`config.mk`:
```
export PLATFORM = sky130hd
export DESIGN_NAME = core_6502
export DESIGN_NICKNAME = d
export VERILOG_FILES = /design/src/rtl/core_6502.sv
export SDC_FILE = /design/constraint.sdc
export NUM_CORES = 1
export LEC_CHECK = 0
export CORE_MARGIN = 4
export CORE_UTILIZATION = 43
export CTS_CLUSTER_DIAMETER = 100
export DETAILED_ROUTE_END_ITERATION = 12
export PLACE_DENSITY = 0.63
export SYNTH_ARGS = -nofsm -noshare
export SYNTH_HDL_FRONTEND = slang
export SYNTH_SLANG_ARGS = --single-unit
```
`constraint.sdc`:
```
create_clock -name i_clk -period 11.4 [get_ports i_clk]
set_input_delay 1.14 -clock i_clk [delete_from_list [all_inputs] [get_ports i_clk]]
set_output_delay 1.14 -clock i_clk [all_outputs]
set_load 0.005 [all_outputs]
```
`src/rtl/core_6502.sv`:
```
// core_6502: reduced NMOS-6502-compatible core. Boots from $FFFC/$FFFD,
// runs a load/store/ALU/implied/JMP/branch subset with 6502 cycle counts
// against a synchronous RAM with one cycle of read latency.
module core_6502 (
  input  logic        i_clk,
  input  logic        i_rst,
  input  logic [7:0]  i_data,
  input  logic        READY,
  input  logic        SV,
  input  logic        NMI,
  input  logic        IRQ,
  output logic [15:0] addr,
  output logic [7:0]  dor,
  output logic        RW,
  output logic        sync,
  output logic        jam
);

  typedef enum logic [2:0] {S_BOOT0, S_BOOT1, S_BOOT2, S_T0, S_T1, S_T2, S_T3, S_JAM} state_t;
  typedef enum logic [2:0] {K_BAD, K_IMP, K_READ, K_STORE, K_JMP, K_BR} kind_t;
  typedef enum logic [1:0] {M_IMM, M_ZP, M_ABS} mode_t;
  typedef enum logic [3:0] {U_LDA, U_LDX, U_LDY, U_ADC, U_SBC, U_AND, U_ORA, U_EOR, U_CMP} alu_t;
  typedef enum logic [1:0] {R_A, R_X, R_Y, R_NONE} reg_t;
  typedef struct packed {
    kind_t kind;
    mode_t mode;
    alu_t  alu;
    reg_t  src;
  } dec_t;

  function automatic dec_t decode(input logic [7:0] op);
    dec_t d;
    d.kind = K_BAD;
    d.alu  = U_LDA;
    d.src  = R_A;
    d.mode = (op[3:2] == 2'b01) ? M_ZP : (op[3:2] == 2'b11) ? M_ABS : M_IMM;
    case (op)
      8'hA9, 8'hA5, 8'hAD: begin d.kind = K_READ; d.alu = U_LDA; end
      8'hA2, 8'hA6, 8'hAE: begin d.kind = K_READ; d.alu = U_LDX; end
      8'hA0, 8'hA4, 8'hAC: begin d.kind = K_READ; d.alu = U_LDY; end
      8'h69, 8'h65, 8'h6D: begin d.kind = K_READ; d.alu = U_ADC; end
      8'hE9, 8'hE5, 8'hED: begin d.kind = K_READ; d.alu = U_SBC; end
      8'h29, 8'h25, 8'h2D: begin d.kind = K_READ; d.alu = U_AND; end
      8'h09, 8'h05, 8'h0D: begin d.kind = K_READ; d.alu = U_ORA; end
      8'h49, 8'h45, 8'h4D: begin d.kind = K_READ; d.alu = U_EOR; end
      8'hC9, 8'hC5, 8'hCD: begin d.kind = K_READ; d.alu = U_CMP; end
      8'h85, 8'h8D:        begin d.kind = K_STORE; d.src = R_A; end
      8'h86, 8'h8E:        begin d.kind = K_STORE; d.src = R_X; end
      8'h84, 8'h8C:        begin d.kind = K_STORE; d.src = R_Y; end
      8'h4C:               d.kind = K_JMP;
      8'hE8, 8'hC8, 8'hCA, 8'h88, 8'hAA, 8'h8A, 8'hA8, 8'h98,
      8'h18, 8'h38, 8'hB8, 8'hEA: d.kind = K_IMP;
      8'h10, 8'h30, 8'h50, 8'h70, 8'h90, 8'hB0, 8'hD0, 8'hF0: d.kind = K_BR;
      default: ;
    endcase
    return d;
  endfunction

  state_t      state;
  logic [7:0]  a, x, y, s, p, ir, lo, hold;
  logic [15:0] pc;
  logic        wb_pend, jmp_pend, rdy_q;
  alu_t        wb_op;

  logic [7:0]  din;
  dec_t        dn, di;
  logic [7:0]  st_val;
  logic [7:0]  opnd, wb_val, imp_val;
  logic [8:0]  sum;
  logic        ovf, wb_c, wb_v, br_flag, br_take;
  reg_t        wb_dst, imp_dst;
  logic        unused_bits;

  assign unused_bits = ^{NMI, IRQ, s, p[5:2], dn, di};

  // After a stall the byte captured on its first cycle stands in for i_data
  assign din = rdy_q ? i_data : hold;

  // Decode the opcode arriving now (T1) and the latched one (T2/T3)
  always_comb begin
    dn = decode(din);
    di = decode(ir);
  end

  // Store source register and branch condition
  always_comb begin
    case (di.src)
      R_X:     st_val = x;
      R_Y:     st_val = y;
      default: st_val = a;
    endcase
    case (din[7:6])
      2'b00:   br_flag = p[7];
      2'b01:   br_flag = p[6];
      2'b10:   br_flag = p[0];
      default: br_flag = p[1];
    endcase
    br_take = (br_flag == din[5]);
  end

  // Pipelined ALU: operand arrives during the next T0
  always_comb begin
    opnd   = (wb_op == U_SBC || wb_op == U_CMP) ? ~din : din;
    sum    = {1'b0, a} + {1'b0, opnd} + {8'h00, (wb_op == U_CMP) ? 1'b1 : p[0]};
    ovf    = (a[7] == opnd[7]) && (sum[7] != a[7]);
    wb_val = din;
    wb_dst = R_A;
    wb_c   = 1'b0;
    wb_v   = 1'b0;
    case (wb_op)
      U_LDX:        wb_dst = R_X;
      U_LDY:        wb_dst = R_Y;
      U_ADC, U_SBC: begin wb_val = sum[7:0]; wb_c = 1'b1; wb_v = 1'b1; end
      U_AND:        wb_val = a & din;
      U_ORA:        wb_val = a | din;
      U_EOR:        wb_val = a ^ din;
      U_CMP:        begin wb_val = sum[7:0]; wb_dst = R_NONE; wb_c = 1'b1; end
      default: ;
    endcase
  end

  // Implied-op result, completed at the end of T1
  always_comb begin
    imp_val = a;
    imp_dst = R_NONE;
    case (din)
      8'hE8: begin imp_val = x + 8'd1; imp_dst = R_X; end
      8'hC8: begin imp_val = y + 8'd1; imp_dst = R_Y; end
      8'hCA: begin imp_val = x - 8'd1; imp_dst = R_X; end
      8'h88: begin imp_val = y - 8'd1; imp_dst = R_Y; end
      8'hAA: begin imp_val = a;        imp_dst = R_X; end
      8'h8A: begin imp_val = x;        imp_dst = R_A; end
      8'hA8: begin imp_val = a;        imp_dst = R_Y; end
      8'h98: begin imp_val = y;        imp_dst = R_A; end
      default: ;
    endcase
  end

  // Bus outputs; T0 after JMP and the zp/abs data cycles use din directly
  always_comb begin
    addr = pc;
    RW   = 1'b1;
    dor  = '0;
    sync = 1'b0;
    jam  = 1'b0;
    case (state)
      S_BOOT0: addr = 16'hFFFC;
      S_BOOT1,
      S_BOOT2: addr = 16'hFFFD;
      S_T0: begin
        sync = 1'b1;
        addr = jmp_pend ? {din, lo} : pc;
      end
      S_T1: jam = (dn.kind == K_BAD);
      S_T2: begin
        if ((di.kind == K_READ || di.kind == K_STORE) && di.mode == M_ZP) begin
          addr = {8'h00, din};
          if (di.kind == K_STORE) begin
            RW  = 1'b0;
            dor = st_val;
          end
        end
      end
      S_T3: begin
        addr = {din, lo};
        if (di.kind == K_STORE) begin
          RW  = 1'b0;
          dor = st_val;
        end
      end
      S_JAM: jam = 1'b1;
      default: ;
    endcase
  end

  // Sequencer, register file and flags
  always_ff @(posedge i_clk or negedge i_rst) begin
    if (!i_rst) begin
      state    <= S_BOOT0;
      a        <= '0;
      x        <= '0;
      y        <= '0;
      s        <= 8'hFD;
      p        <= 8'h34;
      pc       <= '0;
      ir       <= '0;
      lo       <= '0;
      hold     <= '0;
      wb_pend  <= 1'b0;
      jmp_pend <= 1'b0;
      wb_op    <= U_LDA;
      rdy_q    <= 1'b1;
    end else if (state != S_JAM) begin
      rdy_q <= READY;
      if (!READY && rdy_q) hold <= i_data;
      if (READY) begin
        case (state)
          S_BOOT0: state <= S_BOOT1;
          S_BOOT1: begin
            lo    <= din;
            state <= S_BOOT2;
          end
          S_BOOT2: begin
            pc    <= {din, lo};
            state <= S_T0;
          end
          S_T0: begin
            pc       <= jmp_pend ? ({din, lo} + 16'd1) : (pc + 16'd1);
            jmp_pend <= 1'b0;
            wb_pend  <= 1'b0;
            if (wb_pend) begin
              case (wb_dst)
                R_A:     a <= wb_val;
                R_X:     x <= wb_val;
                R_Y:     y <= wb_val;
                default: ;
              endcase
              p[7] <= wb_val[7];
              p[1] <= (wb_val == 8'h00);
              if (wb_c) p[0] <= sum[8];
              if (wb_v) p[6] <= ovf;
            end
            state <= S_T1;
          end
          S_T1: begin
            ir <= din;
            case (dn.kind)
              K_IMP: begin
                case (imp_dst)
                  R_A:     a <= imp_val;
                  R_X:     x <= imp_val;
                  R_Y:     y <= imp_val;
                  default: ;
                endcase
                if (imp_dst != R_NONE) begin
                  p[7] <= imp_val[7];
                  p[1] <= (imp_val == 8'h00);
                end
                if (din == 8'h18) p[0] <= 1'b0;
                if (din == 8'h38) p[0] <= 1'b1;
                if (din == 8'hB8) p[6] <= 1'b0;
                state <= S_T0;
              end
              K_READ: begin
                pc <= pc + 16'd1;
                if (dn.mode == M_IMM) begin
                  wb_pend <= 1'b1;
                  wb_op   <= dn.alu;
                  state   <= S_T0;
                end else begin
                  state <= S_T2;
                end
              end
              K_STORE, K_JMP: begin
                pc    <= pc + 16'd1;
                state <= S_T2;
              end
              K_BR: begin
                pc    <= pc + 16'd1;
                state <= br_take ? S_T2 : S_T0;
              end
              default: state <= S_JAM;
            endcase
          end
          S_T2: begin
            case (di.kind)
              K_BR: begin
                pc    <= pc + {{8{din[7]}}, din};
                state <= S_T0;
              end
              K_JMP: begin
                lo       <= din;
                jmp_pend <= 1'b1;
                state    <= S_T0;
              end
              default: begin
                if (di.mode == M_ZP) begin
                  if (di.kind == K_READ) begin
                    wb_pend <= 1'b1;
                    wb_op   <= di.alu;
                  end
                  state <= S_T0;
                end else begin
                  lo    <= din;
                  pc    <= pc + 16'd1;
                  state <= S_T3;
                end
              end
            endcase
          end
          S_T3: begin
            if (di.kind == K_READ) begin
              wb_pend <= 1'b1;
              wb_op   <= di.alu;
            end
            state <= S_T0;
          end
          default: ;
        endcase
        // Placed last so SV wins over any V update in the same cycle
        if (SV) p[6] <= 1'b1;
      end
    end
  end

endmodule

```
# Yosys cells after proc, flatten, opt, wreduce, memory -nomap -nowiden
# Index checks and enable logic that the tools add are counted.
word_totals:
  reg_bits: 78
  latch_bits: 0
  ram_bits: 0
  romBits: 0
  in_bits: 14
  out_inout_bits: 27
  elab_cells: 364
  n_memories: 0
classes:
  n_addsub: 9
  n_mul: 0
  div: 0
  order_cmp: 0
  eq_ne: 175
  n_shift: 0
  muxes: 88
  n_bitwise: 4
  n_reduce_logical: 72
ops:
  columns: ["op", "count"]
  rows:
  - ["8-bit == test (second input constant)", 70]
  - ["8-bit by 7-bit == test with 1-bit output (second input constant)", 18]
  - ["8-bit two-way mux", 17]
  - ["8-bit one-hot mux with 2 select lines", 7]
  - ["8-bit by 6-bit == test with 1-bit output (second input constant)", 10]
  - ["16-bit two-way mux", 5]
  - ["16-bit one-hot mux with 5 select lines", 1]
  - ["16-bit one-hot mux with 4 select lines", 1]
  - ["4-bit one-hot mux with 8 select lines", 2]
  - ["3-bit OR reduction", 19]
  - ["27-bit OR reduction", 2]
  - ["7-bit AND reduction", 7]
  - ["8-bit one-hot mux with 6 select lines", 1]
  - ["16-bit by 1-bit adder with 16-bit output (second input constant)", 2]
  - ["8-bit by 4-bit == test with 1-bit output (second input constant)", 4]
  - ["8-bit by 5-bit == test with 1-bit output (second input constant)", 4]
  - ["16-bit one-hot mux with 2 select lines", 1]
  - ["8-bit one-hot mux with 4 select lines", 1]
  - ["3-bit one-hot mux with 5 select lines", 2]
  - ["3-bit == test (second input constant)", 8]
  - ["2-bit inequality test (second input constant)", 12]
  - ["12-bit OR reduction", 2]
  - ["3-bit inequality test (second input constant)", 7]
  - ["1-bit two-way mux", 20]
  - ["52 further kinds", 125]

# Depth between registers and ports, before layout
# Gate-level depths: netlist of run 1.
logic_depth:
  word_depth: 11
  mapped_depth: 16
  mapped_depth_nobuf: 13

# Worst setup path after synthesis of run 1
# No wires, ideal clock.
synth_path:
  kind: "input-to-output"
  from: "in i_data[2]"
  to: "out jam"
  t_arrival_ps: 2887
  required_time_ps: 10260
  path_slack_ps: 7373
  cell_stages: 8
  n_path_buf: 1
  cell_sequence: "and3b_1 > clkbuf_1 > o22ai_1 > o22ai_2 > or3_1 > nand4b_1 > nand3b_1 > a21oi_1"
synth_between:
  elab_chain_len: 6
  elab_cells_between_ends: 62
  cone_classes: "eq/ne: 54; mux: 3; reduce/logical: 5"
synth_rtl:
  columns: ["item", "line_no", "text"]
  rows:
  - ["start: declaration", "7", "input logic [7:0] i_data,"]
  - ["8-bit two-way mux *", "77", "assign din = rdy_q ? i_data : hold;"]
  - ["8-bit == test, or another cell as far along", "37", "case (op)"]
  - ["27-bit OR reduction (no source line), or another cell as far along", null, null]
  - ["3-bit one-hot mux with 5 select lines *", "37", null]
  - ["3-bit logical NOT *", "154", "S_T1: jam = (dn.kind == K_BAD);"]
  - ["1-bit one-hot mux with 2 select lines *", "146", "case (state)"]
  - ["end: declaration", "16", "output logic jam"]
# Mark *: on every way between the ends. The rest lies on a longest branch, timed or not.

# Final worst setup path of run 1
# Same ends and word-level chain as after synthesis.

==> impl_metrics.ini, run 1 <==
[run_status]
status = finished, final reports clean

[detailed_routing]
ant_nets = 0
drc = 0
dr_total_vias = 8897
viasPerCell = 6.31
wl_per_cell_um = 20.7
first_iter_violations = 912
wl_um = 29200
first_pass_iters = 6

[setup_path]
cpPeakStageDelay_ns = 0.57
startpoint_type = input pin
cpMostUsedCell = clkdlybuf4s50_1
cp_max_fo = 12
worstReg2RegStart = rdy_q$_DFFE_PN1N_
end_kind = output pin
path_cells = clkdlybuf4s50_1 > and3b_1 > o22ai_1 > o22ai_2 > or3_1 > nand4b_1 > nand3b_1 > a21oi_1 > clkdlybuf4s50_1
cpMaxStageDelayCell = or3_1
cp_data_required_time_ns = 10.26
arrival_ns = 4.74
crit_buf_inv = 2
crit_start = i_data[2]
path_class = input pin to output pin
crit_family = simple AND/OR/NAND/NOR gates

[floorplan]
rows = 52
io_pins = 41
dieHeight_um = 151
start_util_pct = 43.6
dieArea_sq_um = 22900
core_area_sq_um = 20200
die_w_um = 151

[clock_network]
tritoncts = built
numClockSinks = 78
cts_buffers = 9
clock_latency_ns = 0.36
cts_resized = 0
cts.htree.levels = 3
ctsHoldBuffers = 0
path_clk_slew_ns = 0.06
clockBufferDepth = 2
root_buffer = clkbuf_16
cts_setup_buffers = 0

[grt]
grt_max_degree = 57
antenna_found_initial = 0
grt_pass1_vias = 8222
grt_pass1_wl_um = 45900
grt_util_all_layers_pct = 25.6
overflow = 0

[timing]
timing.final.ws_setup_ns = 5.52
slew_viol_final = 0
maxSlewHeadroom_pct = 23.8
fin_crit_sh_pct = 51.6
tightest_slew_ns = 1.14
setup_viol = 0
finalHoldViolCount = 0
period_needed_ns = 5.88
fmax_ghz = 0.170
rsz0062_at_grt = no
tns_ns = 0
finalClockSkew_ns = 0.00891

[logic_synthesis]
syn_inst = 1136
syn_nets = 1209
synth-seq-cells = 78
ys_types = 88
yosysSeqAreaShare_pct = 22.1
ys.flop_type = dfrtp_1
synth_warnings = 0
netlist_area_sq_um = 8830
synth-edff-count = 0
syn_area_per_cell_sq_um = 7.77
async_reset_ff_share_pct = 100

[final_layout]
nets = 1208
drive_gt1_share_pct = 9.04
utilization_pct = 47.6
fin_area_sq_um = 9640
areaGrowthSynthToFinish_pct = 9.15
n_antenna_cell = 0

[power]
combPwrFrac_pct = 71.2
sw_frac_of_total_pct = 52.9
p_leak_nw = 3.94
p_sw_w = 0.00170
internal-power_w = 0.00152
ir_worst_vdd_mv = 0.121
p_seq_share_pct = 19.9
p_clk_share_pct = 8.9
power_density_nw_per_um2 = 334

[placement]
place_ws_ns = 5.65
placed_area_sq_um = 9360
io_buffers = 38
gp_routability_congestion = 0.916
dp_hpwl_um = 21100

[min_path]
min_from = wb_pend$_DFFE_PN0P_
hp-class = register to register

[run]
maxCapViolations = 0
final cells by class:
cell class,instances,area (sq um)
fillers,2000,10600
multi-input cells,957,6460
flip-flops and latches,78,1950
repair buffers,49,460
well taps,270,338
clock buffers,11,243
inverters,40,150
clock inverters,5,35.0
placed cells by master (no fill, tap or decap), types with 10 or more instances in the layout:
master,instances
nand2b_1,22
o21ai_0,116
a221oi_1,12
nor4_1,10
o22ai_1,20
nor2_1,87
xnor2_1,36
a31oi_1,11
nor3b_1,10
clkdlybuf4s50_1,37
inv_1,32
a22oi_1,16
and3_1,12
dfrtp_1,77
a21o_1,13
nand2_1,112
a21oi_1,94
nor2b_1,19
nand3_1,33
a211oi_1,20
ha_1,54
o21a_1,11
nor3_1,23
buf_4,12
xor2_1,19
mux2_2,31
mux2i_1,17
cells in the mapped netlist (5+ instances only):
cell / number / share of area (%)
xor2_1: 19 / 1.9
nor2_1: 87 / 3.7
dfrtp_1: 77 / 22
nand3b_1: 7 / 0.60
o21bai_1: 6 / 0.51
nand3_1: 33 / 1.9
nor4_1: 10 / 0.71
mux2_4: 8 / 1.4
nand4_1: 5 / 0.35
o22ai_1: 20 / 1.4
inv_1: 32 / 1.4
nor2b_1: 19 / 1.3
o211ai_1: 6 / 0.51
clkbuf_1: 50 / 2.1
a221oi_1: 12 / 1.2
a22o_1: 9 / 0.89
o21a_1: 11 / 0.94
nand2b_1: 22 / 1.6
a21oi_1: 94 / 5.3
a22oi_1: 16 / 1.4
or3_1: 9 / 0.64
or2_2: 9 / 0.64
o21ai_0: 116 / 6.6
mux2i_1: 17 / 1.9
nand2_1: 112 / 4.8
a222oi_1: 5 / 0.57
and3b_1: 6 / 0.60
nor3_1: 23 / 1.3
xnor2_1: 36 / 3.6
mux2_2: 31 / 4.0
and3_1: 12 / 0.85
a211oi_1: 20 / 1.7
a21o_1: 13 / 1.1
a31oi_1: 11 / 0.78
fa_1: 5 / 1.1
ha_1: 54 / 7.7
nor3b_1: 10 / 0.85
and2_1: 5 / 0.35
state kept, by name (all words and copies together), names as in the netlist:
register  count
pc           16
a             8
hold          8
ir            8
lo            8
x             8
y             8
p             4
wb_op         4
state         3
jmp_pend      1
rdy_q         1
wb_pend       1
kinds of logic (layout without fill, tap and decap cells):
kind of cell	after synthesis	after routing	share of synthesized area, %
and+or+nand+nor	398	398	23.2
AOI/OAI and AO/OA	385	385	27.6
buffers and inverters	101	105	4.82
DFF	78	78	22.1
muxes	60	60	7.96
adders and majority gates	59	59	8.78
xor gates and xnor gates	55	55	5.45
worst reg2reg max path: stages (launching register included):
cell and delay [ns]:
dfstp_2 0.98, nor3b_1 0.54, o22ai_1 0.24, a21oi_1 0.76, or3_1 0.50, nand4b_1 0.26, a32oi_2 0.22, or4_1 0.88
mux2_4 0.41
routing by layer:
metal / share of wire, % / global-route usage [%] / vias up / wire (um)
li1: - / - / 4200 / -
met3: 8.2 / 3.71 / 62 / 2410
met2: 44 / 39.9 / 375 / 13000
met4: 2.7 / 8.93 / 0 / 788
met1: 45 / 36.2 / 4260 / 13000
met5: 0 / 0 / - / 0
final timing paths:
kind	endpoint	slack, ns	cells after the start
hold reg to reg	wb_pend$_DFFE_PN0P_	0.51	2
min in group asynchronous	pc[12]$_DFFE_PN0P_	0.69	1
hold / removal	wb_pend$_DFFE_PN0P_	0.51	2
setup / recovery	jam	5.52	9
max in group asynchronous	a[1]$_DFFE_PN0P_	9.61	2
setup reg to reg	x[3]$_DFFE_PN0P_	6.48	8
power groups by stage:
stage	logic, W	clock network (W)	registers (W)
2_1_floorplan	0.00168	0	0.000507
3_3_place_gp	0.00223	0	0.000632
3_5_place_dp	0.00226	0	0.000634
4_1_cts	0.00228	0.000291	0.000630
5_1_grt	0.00253	0.000300	0.000663
6_report	0.00229	0.000288	0.000640
per-stage QoR:
stage | hold WS, ns | std cells | total power, W
2_1_floorplan | 0.465 | 1136 | 0.00219
6_report | 0.513 | 1410 | 0.00322
3_5_place_dp | 0.498 | 1394 | 0.00290
5_1_grt | 0.538 | 1410 | 0.00349
4_1_cts | 0.514 | 1410 | 0.00320
3_3_place_gp | 0.483 | 1394 | 0.00287
Power figures use the tool's default switching activity.
==> run 2: changes to the inputs <==
==> constraint.sdc (replaced) <==
create_clock -name i_clk -period 5.8 [get_ports i_clk]
set_input_delay 0.58 -clock i_clk [delete_from_list [all_inputs] [get_ports i_clk]]
set_output_delay 0.58 -clock i_clk [all_outputs]
set_load 0.005 [all_outputs]
==> run 2 against run 1 <==
Compared with the run above:
- flip-flop and latch count unchanged
- count of clock-buffer cells in the layout increased by 2
- register-to-register slack worse by 5.4 ns
- first-iteration DRC count down 2.4%
- power increased by 98%
- die area is the same
- worst setup slack worse by 4.5 ns
- sequential power increased by 92%
- global-route usage increased by 0.27 points
==> impl_metrics.ini, run 2 (synthesis gave the netlist of run 1 again) <==
[setup_path]
critical_path_cell_count = 8
crit_family = simple AND/OR/NAND/NOR gates
path_cells = nor3b_2 > o22ai_1 > o22ai_2 > or3_1 > nand4b_1 > nand3b_1 > a21oi_1 > clkdlybuf4s50_1
ff2ff_path_depth = 12
cp_max_fo = 38
path_class = register to output pin
startpoint_type = register
cpPeakStageDelay_ns = 0.97
cpMaxStageDelayCell = dfstp_2
worstReg2RegStart = rdy_q$_DFFE_PN1N_
crit_buf_inv = 1
cp_data_required_time_ns = 5.22
rrSetupSlack_ns = 1.07
end_kind = output pin
arrival_ns = 4.25
reg2reg_to = p[1]$_DFFE_PN0P_

[floorplan]
die_w_um = 151
start_util_pct = 43.6
dieArea_sq_um = 22900
dieHeight_um = 151
io_pins = 41
rows = 52
core_area_sq_um = 20200

[detailed_routing]
viasPerCell = 6.21
drc = 0
ant_nets = 0
wl_um = 29100
first_pass_iters = 8
first_iter_violations = 890
wl_per_cell_um = 20.5
dr_total_vias = 8801

[final_layout]
drive_gt1_share_pct = 9.42
regMostFlops = pc
fin_area_sq_um = 9710
nets = 1215
largest_reg_flops = 16
layout_commonest_cell = o21ai_0
n_antenna_cell = 0
areaGrowthSynthToFinish_pct = 9.93
mostFrequentLayoutCells = o21ai_0 (116), nand2_1 (112), a21oi_1 (94)

[power]
ir_worst_vdd_mv = 0.240
power_density_nw_per_um2 = 658
p_leak_nw = 4.00

[timing]
tightest_slew_ns = 1.17
maxSlewHeadroom_pct = 21.5
slew_viol_final = 0
finalClockSkew_ns = 0.00914
fmax_ghz = 0.207
setup_viol = 0
period_needed_ns = 4.83
tns_ns = 0
rsz0062_at_grt = no
finalHoldViolCount = 0
timing.final.ws_setup_ns = 0.972
fin_crit_sh_pct = 83.2

[clock_network]
clockBufferDepth = 2
root_buffer = clkbuf_16
path_clk_slew_ns = 0.06
cts.htree.levels = 3
cts_resized = 0
clock_latency_ns = 0.36
cts_buffers = 9
cts_setup_buffers = 0
tritoncts = built
ctsHoldBuffers = 0
numClockSinks = 78

[placement]
gp_routability_congestion = 0.920
place_ws_ns = 1.14
dp_hpwl_um = 21000
placed_area_sq_um = 9410
io_buffers = 38

[grt]
antenna_found_initial = 0
grt_pass1_wl_um = 46100
grt_max_degree = 57
overflow = 0
grt_pass1_vias = 8297
grt_util_all_layers_pct = 25.9

[run]
maxCapViolations = 0

[min_path]
hp-class = input pin to async pin

[run_status]
status = finished, final reports clean
==> run 2: cell count changes in the layout (fill, tap and decap cells not counted) <==
cell        delta
buf_4          +7
bufinv_16      +1
clkbuf_1       +2
clkinvlp_4     -4
inv_6          +1
==> run 2: power breakdown <==
| part | internal (W) | leakage, nW | total [W] | switching [W] |
|---|---|---|---|---|
| Clock | 0.000347 | 0.144 | 0.000598 | 0.000251 |
| Sequential | 0.000768 | 0.977 | 0.00123 | 0.000463 |
| Combinational | 0.00194 | 2.87 | 0.00456 | 0.00262 |
==> run 2: worst max-delay path by stage <==
stage                      startpoint            endpoint
floorplan           rdy_q$_DFFE_PN1N_  pc[15]$_DFFE_PN0P_
global placement            i_data[2]    p[1]$_DFFE_PN0P_
detailed placement          i_data[5]    p[1]$_DFFE_PN0P_
CTS                 rdy_q$_DFFE_PN1N_                 jam
global route        rdy_q$_DFFE_PN1N_    p[1]$_DFFE_PN0P_
finish              rdy_q$_DFFE_PN1N_                 jam
==> run 2: cell type report <==
| cell class | instances | area [sq um] |
|---|---|---|
| Inverter | 40 | 150 |
| Sequential cell | 78 | 1950 |
| Tap cell | 270 | 338 |
| Timing Repair Buffer | 56 | 513 |
| Multi-Input combinational cell | 957 | 6460 |
| Clock inverter | 3 | 43.8 |
| Clock buffer | 13 | 250 |
| Fill cell | 1999 | 10500 |
==> run 2: metrics by stage <==
stage	power (W)	hold WS, ns	util [%]	cells
after floorplan	0.00430	0.284	-	1136
after global placement	0.00566	0.484	46.5	1401
after detailed placement	0.00571	0.497	46.5	1401
after CTS	0.00634	0.127	48.0	1417
after global routing	0.00695	0.149	48.0	1417
final	0.00639	0.122	48.0	1417
==> run 2: layer usage <==
metal  vias to the layer above  share of wire [%]  GRT usage, %
li1                       4226                  -             -
met1                      4171                 46          36.6
met2                       345                 44          39.8
met3                        59                7.8          4.79
met4                         0                2.7          8.25
met5                         -                  0             0
